<file path="src/rtl/ahb_pkg.sv">
// Shared AHB definitions for the fetch path: HTRANS encodings and the
// fetch-unit bus state machine states.
package ahb_pkg;

  localparam logic [1:0] HTRANS_IDLE   = 2'b00;
  localparam logic [1:0] HTRANS_NONSEQ = 2'b10;

  typedef enum logic [1:0] {
    ST_IDLE = 2'd0,
    ST_REQ  = 2'd1,
    ST_ADDR = 2'd2,
    ST_DATA = 2'd3
  } fetch_state_t;

endpackage

</file>
<file path="src/rtl/fetch_fifo.sv">
// Prefetch FIFO holding {instruction, pc} pairs. Head is read straight out
// of the storage array, so a word written on a clock edge is visible at the
// head from the following cycle. Flush empties the queue in one cycle.
module fetch_fifo #(
  parameter int DEPTH = 4,
  parameter int WIDTH = 64,
  localparam int CW = $clog2(DEPTH + 1),
  localparam int AW = $clog2(DEPTH)
) (
  input  logic             clock,
  input  logic             nRst,
  input  logic             flush,
  input  logic             push,
  input  logic [WIDTH-1:0] push_data,
  input  logic             pop,
  output logic             head_valid,
  output logic [WIDTH-1:0] head_data,
  output logic [CW-1:0]    count
);

  logic [WIDTH-1:0] mem [DEPTH];
  logic [AW-1:0]    wr_ptr_reg;
  logic [AW-1:0]    rd_ptr_reg;
  logic [CW-1:0]    count_reg;
  logic             do_push;
  logic             do_pop;

  // A pop is only honoured when something is stored; a push into a full
  // queue is only honoured when the head leaves in the same cycle.
  assign do_pop  = pop && (count_reg != '0);
  assign do_push = push && ((count_reg != CW'(DEPTH)) || do_pop);

  // Pointer and occupancy bookkeeping; pointers wrap naturally at DEPTH.
  always_ff @(posedge clock or negedge nRst) begin
    if (!nRst) begin
      wr_ptr_reg <= '0;
      rd_ptr_reg <= '0;
      count_reg  <= '0;
    end else if (flush) begin
      wr_ptr_reg <= '0;
      rd_ptr_reg <= '0;
      count_reg  <= '0;
    end else begin
      if (do_push) wr_ptr_reg <= wr_ptr_reg + AW'(1);
      if (do_pop)  rd_ptr_reg <= rd_ptr_reg + AW'(1);
      count_reg <= count_reg + CW'(do_push) - CW'(do_pop);
    end
  end

  // Storage write port; contents need no reset because the head is masked.
  always_ff @(posedge clock) begin
    if (do_push && !flush) mem[wr_ptr_reg] <= push_data;
  end

  assign head_valid = (count_reg != '0);
  assign head_data  = head_valid ? mem[rd_ptr_reg] : '0;
  assign count      = count_reg;

endmodule

</file>
<file path="src/rtl/ahb_fetch_unit.sv">
// Instruction fetch unit: single-outstanding AHB master that keeps a small
// prefetch FIFO topped up and hands {instruction, pc} to the decoder.
// Redirects flush the FIFO immediately; a bus transfer already under way
// is allowed to finish and its data is dropped.
module ahb_fetch_unit
  import ahb_pkg::*;
#(
  parameter logic [31:0] RESET_PC = 32'h0000_0000,
  parameter int          DEPTH    = 4,
  parameter int          XLEN     = 32
) (
  input  logic            clock,
  input  logic            nRst,
  output logic            HBUSREQ1,
  input  logic            HGRANT1,
  output logic [XLEN-1:0] HADDR,
  output logic [1:0]      HTRANS,
  input  logic            HREADY,
  input  logic [XLEN-1:0] HRDATA,
  input  logic            redirect,
  input  logic [XLEN-1:0] redirect_pc,
  output logic            inst_valid,
  input  logic            inst_ready,
  output logic [XLEN-1:0] inst_data,
  output logic [XLEN-1:0] inst_pc
);

  localparam int              CW      = $clog2(DEPTH + 1);
  localparam logic [CW-1:0]   DEPTH_C = CW'(DEPTH);
  localparam logic [XLEN-1:0] PC_STEP = XLEN'(4);

  fetch_state_t      state_reg;
  logic [XLEN-1:0]   fetch_pc_reg;
  logic [XLEN-1:0]   fetch_pc_next;
  logic [XLEN-1:0]   redirect_target;
  logic              discard_reg;
  logic              capture;
  logic              push;
  logic              pop;
  logic              slot_free;
  logic [CW-1:0]     count;
  logic [CW-1:0]     count_next;
  logic              head_valid;
  logic [2*XLEN-1:0] head_data;
  logic              unused_ok;

  // The address of the transfer in its data phase is still on HADDR.
  fetch_fifo #(
    .DEPTH (DEPTH),
    .WIDTH (2 * XLEN)
  ) u_fifo (
    .clock      (clock),
    .nRst       (nRst),
    .flush      (redirect),
    .push       (push),
    .push_data  ({HRDATA, HADDR}),
    .pop        (pop),
    .head_valid (head_valid),
    .head_data  (head_data),
    .count      (count)
  );

  assign inst_valid = head_valid;
  assign inst_data  = head_data[2*XLEN-1:XLEN];
  assign inst_pc    = head_data[XLEN-1:0];
  assign unused_ok  = &{1'b0, redirect_pc[1:0]};

  // Next-cycle FIFO occupancy and fetch address; redirect overrides both.
  always_comb begin
    redirect_target = {redirect_pc[XLEN-1:2], 2'b00};
    capture         = (state_reg == ST_DATA) && HREADY;
    push            = capture && !discard_reg && !redirect;
    pop             = head_valid && inst_ready && !redirect;
    count_next      = redirect ? '0 : (count + CW'(push) - CW'(pop));
    slot_free       = (count_next < DEPTH_C);
    if (redirect) begin
      fetch_pc_next = redirect_target;
    end else if (capture && !discard_reg) begin
      fetch_pc_next = fetch_pc_reg + PC_STEP;
    end else begin
      fetch_pc_next = fetch_pc_reg;
    end
  end

  // Bus state machine with registered request, address and transfer type.
  always_ff @(posedge clock or negedge nRst) begin
    if (!nRst) begin
      state_reg    <= ST_IDLE;
      fetch_pc_reg <= XLEN'(RESET_PC);
      discard_reg  <= 1'b0;
      HBUSREQ1     <= 1'b0;
      HADDR        <= '0;
      HTRANS       <= HTRANS_IDLE;
    end else begin
      fetch_pc_reg <= fetch_pc_next;
      case (state_reg)
        ST_IDLE: begin
          if (slot_free) begin
            state_reg <= ST_REQ;
            HBUSREQ1  <= 1'b1;
          end
        end
        ST_REQ: begin
          if (HGRANT1 && HREADY) begin
            state_reg <= ST_ADDR;
            HADDR     <= fetch_pc_next;
            HTRANS    <= HTRANS_NONSEQ;
          end
        end
        ST_ADDR: begin
          state_reg <= ST_DATA;
          HTRANS    <= HTRANS_IDLE;
          if (redirect) discard_reg <= 1'b1;
        end
        ST_DATA: begin
          if (HREADY) begin
            discard_reg <= 1'b0;
            if (slot_free && HGRANT1) begin
              state_reg <= ST_ADDR;
              HADDR     <= fetch_pc_next;
              HTRANS    <= HTRANS_NONSEQ;
            end else if (slot_free) begin
              state_reg <= ST_REQ;
            end else begin
              state_reg <= ST_IDLE;
              HBUSREQ1  <= 1'b0;
            end
          end else if (redirect) begin
            discard_reg <= 1'b1;
          end
        end
        default: state_reg <= ST_IDLE;
      endcase
    end
  end

endmodule

</file>
<file path="config.mk">
export PLATFORM = sky130hd
export DESIGN_NAME = ahb_fetch_unit
export DESIGN_NICKNAME = d
export VERILOG_FILES = /design/src/rtl/ahb_pkg.sv /design/src/rtl/fetch_fifo.sv /design/src/rtl/ahb_fetch_unit.sv
export SDC_FILE = /design/constraint.sdc
export NUM_CORES = 1
export LEC_CHECK = 0
export ABC_AREA = 1
export BUFFER_PORTS_ARGS = -buffer_cell sky130_fd_sc_hd__buf_2
export CAP_MARGIN = 20
export CORE_MARGIN = 3
export CORE_UTILIZATION = 55
export DETAILED_ROUTE_END_ITERATION = 10
export GPL_TIMING_DRIVEN = 0
export PLACE_DENSITY = 0.76
export SETUP_SLACK_MARGIN = 0.15
export SKIP_CTS_REPAIR_TIMING = 1
export SLEW_MARGIN = 20
export SYNTH_ARGS = -nofsm -noshare
export SYNTH_HDL_FRONTEND = slang
export SYNTH_SLANG_ARGS = --single-unit
</file>
<file path="constraint.sdc">
create_clock -name clock -period 11.3 [get_ports clock]
set_input_delay 1.13 -clock clock [delete_from_list [all_inputs] [get_ports clock]]
set_output_delay 1.13 -clock clock [all_outputs]
set_load 0.05 [all_outputs]
</file>
Word-level counts from Yosys, hierarchy flattened
Memories as Yosys holds them, arrays and structs flattened.
Cells that the tools add are included.
- output and inout port bits: 100
- bits of input ports: 70
- bits in writable memories: 256
- logic and storage cells: 85
- register bits: 77
- memories kept: 1
- reductions and logical operators: 25
- eq/ne operators: 10
- add/sub/neg operators: 7
- muxes and demuxes: 32
- order comparisons: 1
- memory list (memory ; words ; bits a word ; rd ports ; clocked after Yosys merged registers in ; wr ports ; line ; source):
    u_fifo.mem ; 4 ; 64 ; 1 ; 0 ; 1 ; fetch_fifo.sv:21 ; logic [WIDTH-1:0] mem [DEPTH];
- operators with widths (operator ; count):
    32-bit two-way mux ; 5
    64-bit two-way mux ; 1
    32-bit case mux with 2 select lines ; 1
    32-bit by 3-bit adder with 32-bit output (second input constant) ; 1
    2-bit two-way mux ; 10
    1-bit logical AND ; 10
    2-bit != test (second input constant) ; 5
    2-bit nonzero test ; 5
    1-bit two-way mux ; 9
    2-bit case mux with 4 select lines ; 1
    4-bit AND reduction ; 2
    3-bit by 1-bit adder with 3-bit output ; 2
    3-bit two-way mux ; 2
    2-bit case mux with 3 select lines ; 1
    3-bit nonzero test ; 2
    3-bit by 1-bit subtractor with 3-bit output ; 2
    5-bit AND reduction ; 1
    2-bit by 1-bit adder with 2-bit output (second input constant) ; 2
    2-bit == test (second input constant) ; 2
    1-bit case mux with 2 select lines ; 2
    3-bit < comparator (second input constant) ; 1
    3-bit != test (second input constant) ; 1
    3-bit AND reduction ; 1
    2-bit by 1-bit == test with 1-bit output (second input constant) ; 1
    other kinds (4) ; 5

Depth between registers and ports, before layout
Gate-level depths: netlist (run 1).
- depth after elaboration: 12
- gate-level depth with buffers: 22
- mapped depth without buffers: 21

Hierarchy
A second synthesis (run 1) with hierarchy kept.
- cells, all modules: 1530
- area, all modules: 14844.2 um^2
- by module, submodules not included (module ; instances ; area an instance (um^2) ; seq. area each (um^2) ; cells each):
    fetch_fifo ; 1 ; 11061.9 ; 7862.5 ; 1010
    ahb_fetch_unit ; 1 ; 3782.4 ; 1726.7 ; 520

Least setup slack after synthesis (run 1)
OpenSTA, ideal clock, no wires.
- path type: input -> register
- from: input port HREADY
- to: memory u_fifo.mem[0][0] (enable)
- buffers on the path: 0
- required time: 10.814 ns
- library setup time: 0.486 ns
- arrival time: 4.363 ns
- stages on the path: 6
- path slack: 6.450 ns
- cells stage by stage: nand3_4 -> nor2_8 -> inv_2 -> nor2_1 -> nand2_1 -> nor2_1
- longest elaborated chain between the ends: 7
- RTL lines (what ; line ; source):
    start: declaration ; ahb_fetch_unit.sv:18 ; input logic HREADY,
    1-bit logical AND ; ahb_fetch_unit.sv:71 ; capture = (state_reg == ST_DATA) && HREADY;
    1-bit logical AND (2 in a row) ; ahb_fetch_unit.sv:72 ; push = capture && !discard_reg && !redirect;
    1-bit logical AND ; fetch_fifo.sv:31 ; assign do_push = push && ((count_reg != CW'(DEPTH)) || do_pop);
    1-bit logical AND ; fetch_fifo.sv:52 ; if (do_push && !flush) mem[wr_ptr_reg] <= push_data;
    1-bit two-way mux ; fetch_fifo.sv:52 ;
    1-bit two-way mux (implied by the code) ; fetch_fifo.sv:52 ;
    end: declaration ; fetch_fifo.sv:21 ;
Every way passes these cells.

Worst setup path in the final report (run 1)
- from: register u_fifo.rd_ptr_reg[0]
- to: output port inst_data[27]
- longest elaborated chain between the ends: 2
- RTL lines (what ; line ; source):
    start: declaration ; fetch_fifo.sv:23 ; logic [AW-1:0] rd_ptr_reg;
    start signal: assignment ; fetch_fifo.sv:45 ; if (do_pop) rd_ptr_reg <= rd_ptr_reg + AW'(1);
    memory read 4 x 64 bit ; -- ;
    64-bit two-way mux ; fetch_fifo.sv:56 ; assign head_data = head_valid ? mem[rd_ptr_reg] : '0;
    end: declaration ; ahb_fetch_unit.sv:24 ; output logic [XLEN-1:0] inst_data,
Every way passes these cells.

==> impl_metrics.ini, run 1 <==
[outcome]
outcome = finished clean

[layout]
final_nets = 1607
largest_reg_flops = 256
final_common_cell = nor2_1
syn_to_final_growth_pct = 18.5
multi_input_area_sq_um = 3920
drive_gt1_frac = 0.171
post-route-util = 0.672
nFillCells = 1866
mostFrequentLayoutCells = nor2_1, edfxtp_1, nand2_1
seq_area_sq_um = 9590
diodes = 0

[logic_synthesis]
syn_inst = 1316
syn_nets = 1396
synth.top_cell.area_share = 0.549
syn-cell-area_sq_um = 14000
ys_top_cells_by_area = edfxtp_1, dfrtp_1, nor2_1, nand2_1, o21ai_0
postSynth.asyncResetShare = 0.229
ys_warn_count = 0
syn_avg_cell_area_sq_um = 10.6
synthFlopType = edfxtp_1
ys_ff_latch = 332
ys_types = 42
ys_seq_area_frac = 0.685
yosys.area.top_type = edfxtp_1
synth_edf_count = 256

[floorplanning]
die_x_um = 166
die_area_sq_um = 27400
core-area_sq_um = 24700
start_util = 0.567
rows = 57
io_pins = 170
die_h_um = 166

[place]
place.gp.congestion = 0.873
pre_cts_slack_ps = 7690
port_buffers = 165
dpl.hpwl_mm = 22.4

[detailed_routing]
drc_errors = 0
drtAntennaViolNets = 0
dr.pass1.iters = 6
drt-initial-drc-count = 934
wire_per_inst_um = 17.9
totalWireLength_mm = 33.6
via_per_inst = 5.45
vias = 10200

[setup_path]
path_max_fanout = 10
cpPeakStageDelay_ps = 570
crit_top_cell = nor2_1
cp_data_required_time_ps = 10170
slowest_stage = buf_1
critPathLaunchType = register
critPathKind = reg2out
end_kind = output port
crit_chain = clkbuf_1 -> buf_1 -> nor2_1 -> nor2_1 -> o21ai_0 -> a21oi_1 -> buf_2
worst_ep_arrival_time_ps = 2860
rr_startpoint = u_fifo.count[1]$_DFF_PN0_
critPathLaunch = u_fifo.rd_ptr_reg[0]$_DFFE_PN0P_

[power_and_ir_drop]
p_per_area_nw_per_um2 = 265
p_total_w = 0.00439
p_leak_nw = 6.83
max-vdd-ir-drop_uv = 163

[clock_tree]
cts_root_buf = clkbuf_16
clock-sinks = 332
clk_pin_slew_ps = 60
cts_tree = built
cts_buffer_depth = 3
h-tree-depth = 2
numCtsBuffers = 35
clk_latency_ps = 500

[timing]
timing.slew.headroom = 0.487
final.period_utilization = 0.353
period_minus_slack_ps = 3990
setup_ws_ps = 7310
finalSetupViolations = 0
worst_clock_skew_ps = 14.1
rsz0062_at_grt = no
fmax_ghz = 0.251
finalHoldViolCount = 0
finalSetupTns_ps = 0
drv_slew = 0
tightest_slew_ps = 768

[worst_hold_path]
min_path_type = reg2reg
worstHoldStart = fetch_pc_reg[0]$_DFF_PN0_

[global_route]
grt_max_degree = 54
grt_use_total = 0.245
grt_pass1_wl_mm = 51.6
antenna_found_initial = 1
grt_pass1_vias = 9890
grt-ovfl-total = 0

[run]
drv_cap = 0
==> through the flow <==
stage,instance area (sq um),cells,hold WS (ps)
after floorplan,14000,1316,431
after global placement,15200,1805,447
after detailed placement,15400,1814,457
after CTS,16600,1877,472
after global routing,16600,1877,498
final,16600,1877,472
==> worst paths after layout <==
check / to / slack, ps / depth (start not counted)
max in group asynchronous: HADDR[11]$_DFFE_PN0P_ / 10190 / 2
min in group asynchronous: fetch_pc_reg[22]$_DFF_PN0_ / 530 / 1
worst min register to register: fetch_pc_reg[0]$_DFF_PN0_ / 470 / 2
worst min-delay path: fetch_pc_reg[0]$_DFF_PN0_ / 470 / 2
worst max register to register: HADDR[25]$_DFFE_PN0P_ / 8440 / 20
worst max-delay path: inst_data[27] / 7310 / 7
==> layout make-up <==
type / count / area share
Sequential cell: 332 / 0.578
Multi-Input combinational cell: 853 / 0.236
Timing Repair Buffer: 174 / 0.0612
Clock buffer: 43 / 0.0572
Tap cell: 324 / 0.0244
Buffer: 64 / 0.0163
Inverter: 67 / 0.0153
Clock inverter: 20 / 0.0118
==> cells in the mapped netlist (2+ instances only) <==
library cell,instances
buf_6,2
inv_2,5
xor2_1,4
nor2_8,2
xnor2_1,4
o21ai_0,134
buf_4,2
nor2_4,4
buf_2,6
clkbuf_1,39
o21ai_1,9
nor2_2,2
nand2_4,5
nand2_2,4
a21oi_1,68
nand4_1,5
buf_1,15
inv_1,59
o21a_1,4
nor2_1,312
clkinv_1,2
edfxtp_1,256
nand3_1,32
nand3b_1,4
o21bai_1,5
nor3_1,2
ha_1,9
dfrtp_1,76
nand3_2,3
nand2_1,230
==> critical path, delay by kind of cell (launching register included) <==
kind                   cells  cell delay [ps]
AO/OA/AOI/OAI              2              310
buffers and inverters      3             1340
flip-flops                 1              410
AND/OR/NAND/NOR            2              280
==> where the power goes <==
part / internal (W) / switching (W) / total, W
Sequential: 0.00148 / 0.000131 / 0.00161
Combinational: 0.000352 / 0.00130 / 0.00165
Clock: 0.000688 / 0.000445 / 0.00113
==> kinds of logic (layout without fill, tap and decap cells) <==
kind of cell	Yosys count	in the layout	synth area share
xor+xnor	8	8	0.00500
compound gates	225	225	0.0829
flops	332	332	0.685
fa+ha+maj	10	10	0.00947
other cells	1	1	0.000268
buf+inv	131	368	0.0375
simple gates	609	609	0.180
==> routing by layer <==
metal  part of all wire  global-route usage  vias to the layer above  wire, um
met5            0.00039                   0                        -        13
met4              0.022              0.0824                        2       739
met3              0.089              0.0461                       56      2990
met2               0.48               0.402                      470     16200
met1               0.41               0.332                     4847     13700
li1                   -                   -                     4850         -
No activity file was read; power rests on OpenSTA's default activity.
==> run 2, diff against run 1 <==
--- a/config.mk
+++ b/config.mk
@@ -9,10 +9,10 @@
 export BUFFER_PORTS_ARGS = -buffer_cell sky130_fd_sc_hd__buf_2
 export CAP_MARGIN = 20
 export CORE_MARGIN = 3
-export CORE_UTILIZATION = 55
+export CORE_UTILIZATION = 52
 export DETAILED_ROUTE_END_ITERATION = 10
 export GPL_TIMING_DRIVEN = 0
-export PLACE_DENSITY = 0.76
+export PLACE_DENSITY = 0.75
 export SETUP_SLACK_MARGIN = 0.15
 export SKIP_CTS_REPAIR_TIMING = 1
 export SLEW_MARGIN = 20
==> constraint.sdc (replaced) <==
create_clock -name clock -period 3.26 [get_ports clock]
set_input_delay 0.326 -clock clock [delete_from_list [all_inputs] [get_ports clock]]
set_output_delay 0.326 -clock clock [all_outputs]
set_load 0.05 [all_outputs]
==> impl_metrics.ini, run 2 (synthesis results as in run 1) <==
[timing]
rsz0062_at_grt = no
timing.slew.headroom = 0.476
finalHoldViolCount = 0
finalSetupViolations = 0
final.period_utilization = 0.893
tightest_slew_ps = 783
worst_clock_skew_ps = 18.0
period_minus_slack_ps = 2910
fmax_ghz = 0.344
drv_slew = 0
setup_ws_ps = 350

[outcome]
outcome = finished clean

[detailed_routing]
totalWireLength_mm = 34.4
dr.pass1.iters = 6
vias = 10100
drt-initial-drc-count = 1089
via_per_inst = 5.36
drc_errors = 0
drtAntennaViolNets = 0
wire_per_inst_um = 18.2

[clock_tree]
cts_buffer_depth = 3
cts_tree = built
clk_latency_ps = 510
cts_root_buf = clkbuf_16
clock-sinks = 332
h-tree-depth = 2
numCtsBuffers = 35
clk_pin_slew_ps = 60

[setup_path]
critPathKind = reg2out
rr_startpoint = u_fifo.count[1]$_DFF_PN0_
crit_cells = 7
cp-endpoint = inst_pc[21]
critPathBufInv = 4
critPathLaunch = u_fifo.count[1]$_DFF_PN0_
slowest_stage = buf_1
reg2reg_slack_ps = 460
cpPeakStageDelay_ps = 460
worst_ep_arrival_time_ps = 2580
cp_data_required_time_ps = 2930
crit_family = buffers and inverters
crit_chain = nor2_1 -> inv_1 -> nor2_1 -> clkbuf_2 -> buf_1 -> a21oi_1 -> buf_2
reg2regPathDepth = 20
r2r_end = HADDR[25]$_DFFE_PN0P_
critPathLaunchType = register
end_kind = output port
crit_top_cell = nor2_1
path_max_fanout = 10

[place]
pre_cts_slack_ps = 447
place.gp.congestion = 0.897
port_buffers = 165
dpl.hpwl_mm = 23.4
post_dp_cell_area_sq_um = 15600

[layout]
final_common_cell = nor2_1
final_nets = 1611
largest_reg_flops = 256
drive_gt1_frac = 0.172
mostFrequentLayoutCells = nor2_1, edfxtp_1, nand2_1
final_cell_area_sq_um = 16600
syn_to_final_growth_pct = 18.9

[power_and_ir_drop]
p_leak_nw = 6.85
max-vdd-ir-drop_uv = 600
p_per_area_nw_per_um2 = 903

[floorplanning]
rows = 59
die_area_sq_um = 28900
core-area_sq_um = 26300
die_x_um = 170
io_pins = 170
start_util = 0.533
die_h_um = 170

[worst_hold_path]
min_path_type = in2reg
worstHoldStart = HRDATA[9]
whs_path_depth = 1

[global_route]
grt-ovfl-total = 0
grt_use_total = 0.235
antenna_found_initial = 0
grt_pass1_vias = 9803
grt_pass1_wl_mm = 53.0
grt_max_degree = 43

[run]
drv_cap = 0
run 2: changes by cell type in the layout (fill, tap and decap cells not counted), moves of 2 or more:
cell	previous run	this run
buf_16	1	6
clkinv_2	6	3
clkinv_1	10	13
buf_12	8	6
clkbuf_2	0	4
bufinv_16	4	1
clkbuf_1	45	43
run 2: area by class of cell:
type | instances | area (sq um)
sequential | 332 | 9590
buffer | 64 | 275
multi-input combinational | 853 | 3920
inverter | 67 | 254
clock buffer | 45 | 966
timing repair buffer | 178 | 1120
antenna | 1 | 2.50
clock inverter | 17 | 101
fill | 2036 | 9630
tap | 335 | 419
run 2: how the worst min path moves through the flow:
| stage | endpoint |
|---|---|
| floorplan | HADDR[0]$_DFFE_PN0P_ |
| global placement | fetch_pc_reg[1]$_DFF_PN0_ |
| detailed placement | fetch_pc_reg[27]$_DFF_PN0_ |
| CTS | fetch_pc_reg[28]$_DFF_PN0_ |
| global route | u_fifo.mem[3][35]$_DFFE_PP_ |
| finish | u_fifo.mem[0][41]$_DFFE_PP_ |
run 2: report_power, final:
group	total, W	switching [W]	leakage, nW	internal, W
clock network	0.00371	0.00155	0.515	0.00216
registers	0.00557	0.000460	3.26	0.00511
logic	0.00574	0.00451	3.07	0.00124
total	0.0150	0.00651	6.85	0.00851
run 2: per-layer routing:
| layer | wire length [um] | share of wire | vias to the layer above | track usage |
|---|---|---|---|---|
| li1 | - | - | 4864 | - |
| met1 | 14600 | 0.42 | 4824 | 0.326 |
| met2 | 16500 | 0.48 | 392 | 0.386 |
| met3 | 2420 | 0.070 | 62 | 0.0360 |
| met4 | 903 | 0.026 | 0 | 0.0723 |
| met5 | 0 | 0 | - | 0 |
run 2: through the flow:
| stage | total power, W | instances | hold slack, ps | TNS, ps | utilization |
|---|---|---|---|---|---|
| 3_5_place_dp | 0.0114 | 1828 | 318 | 0 | 0.592 |
| 2_1_floorplan | 0.00965 | 1316 | 30.4 | -232980 | - |
| 3_3_place_gp | 0.0113 | 1816 | 446 | -757340 | 0.580 |
| 6_report | 0.0150 | 1892 | 29.5 | 0 | 0.633 |
| 5_1_grt | 0.0157 | 1891 | 22.9 | 0 | 0.633 |
| 4_1_cts | 0.0151 | 1890 | -221 | 0 | 0.633 |
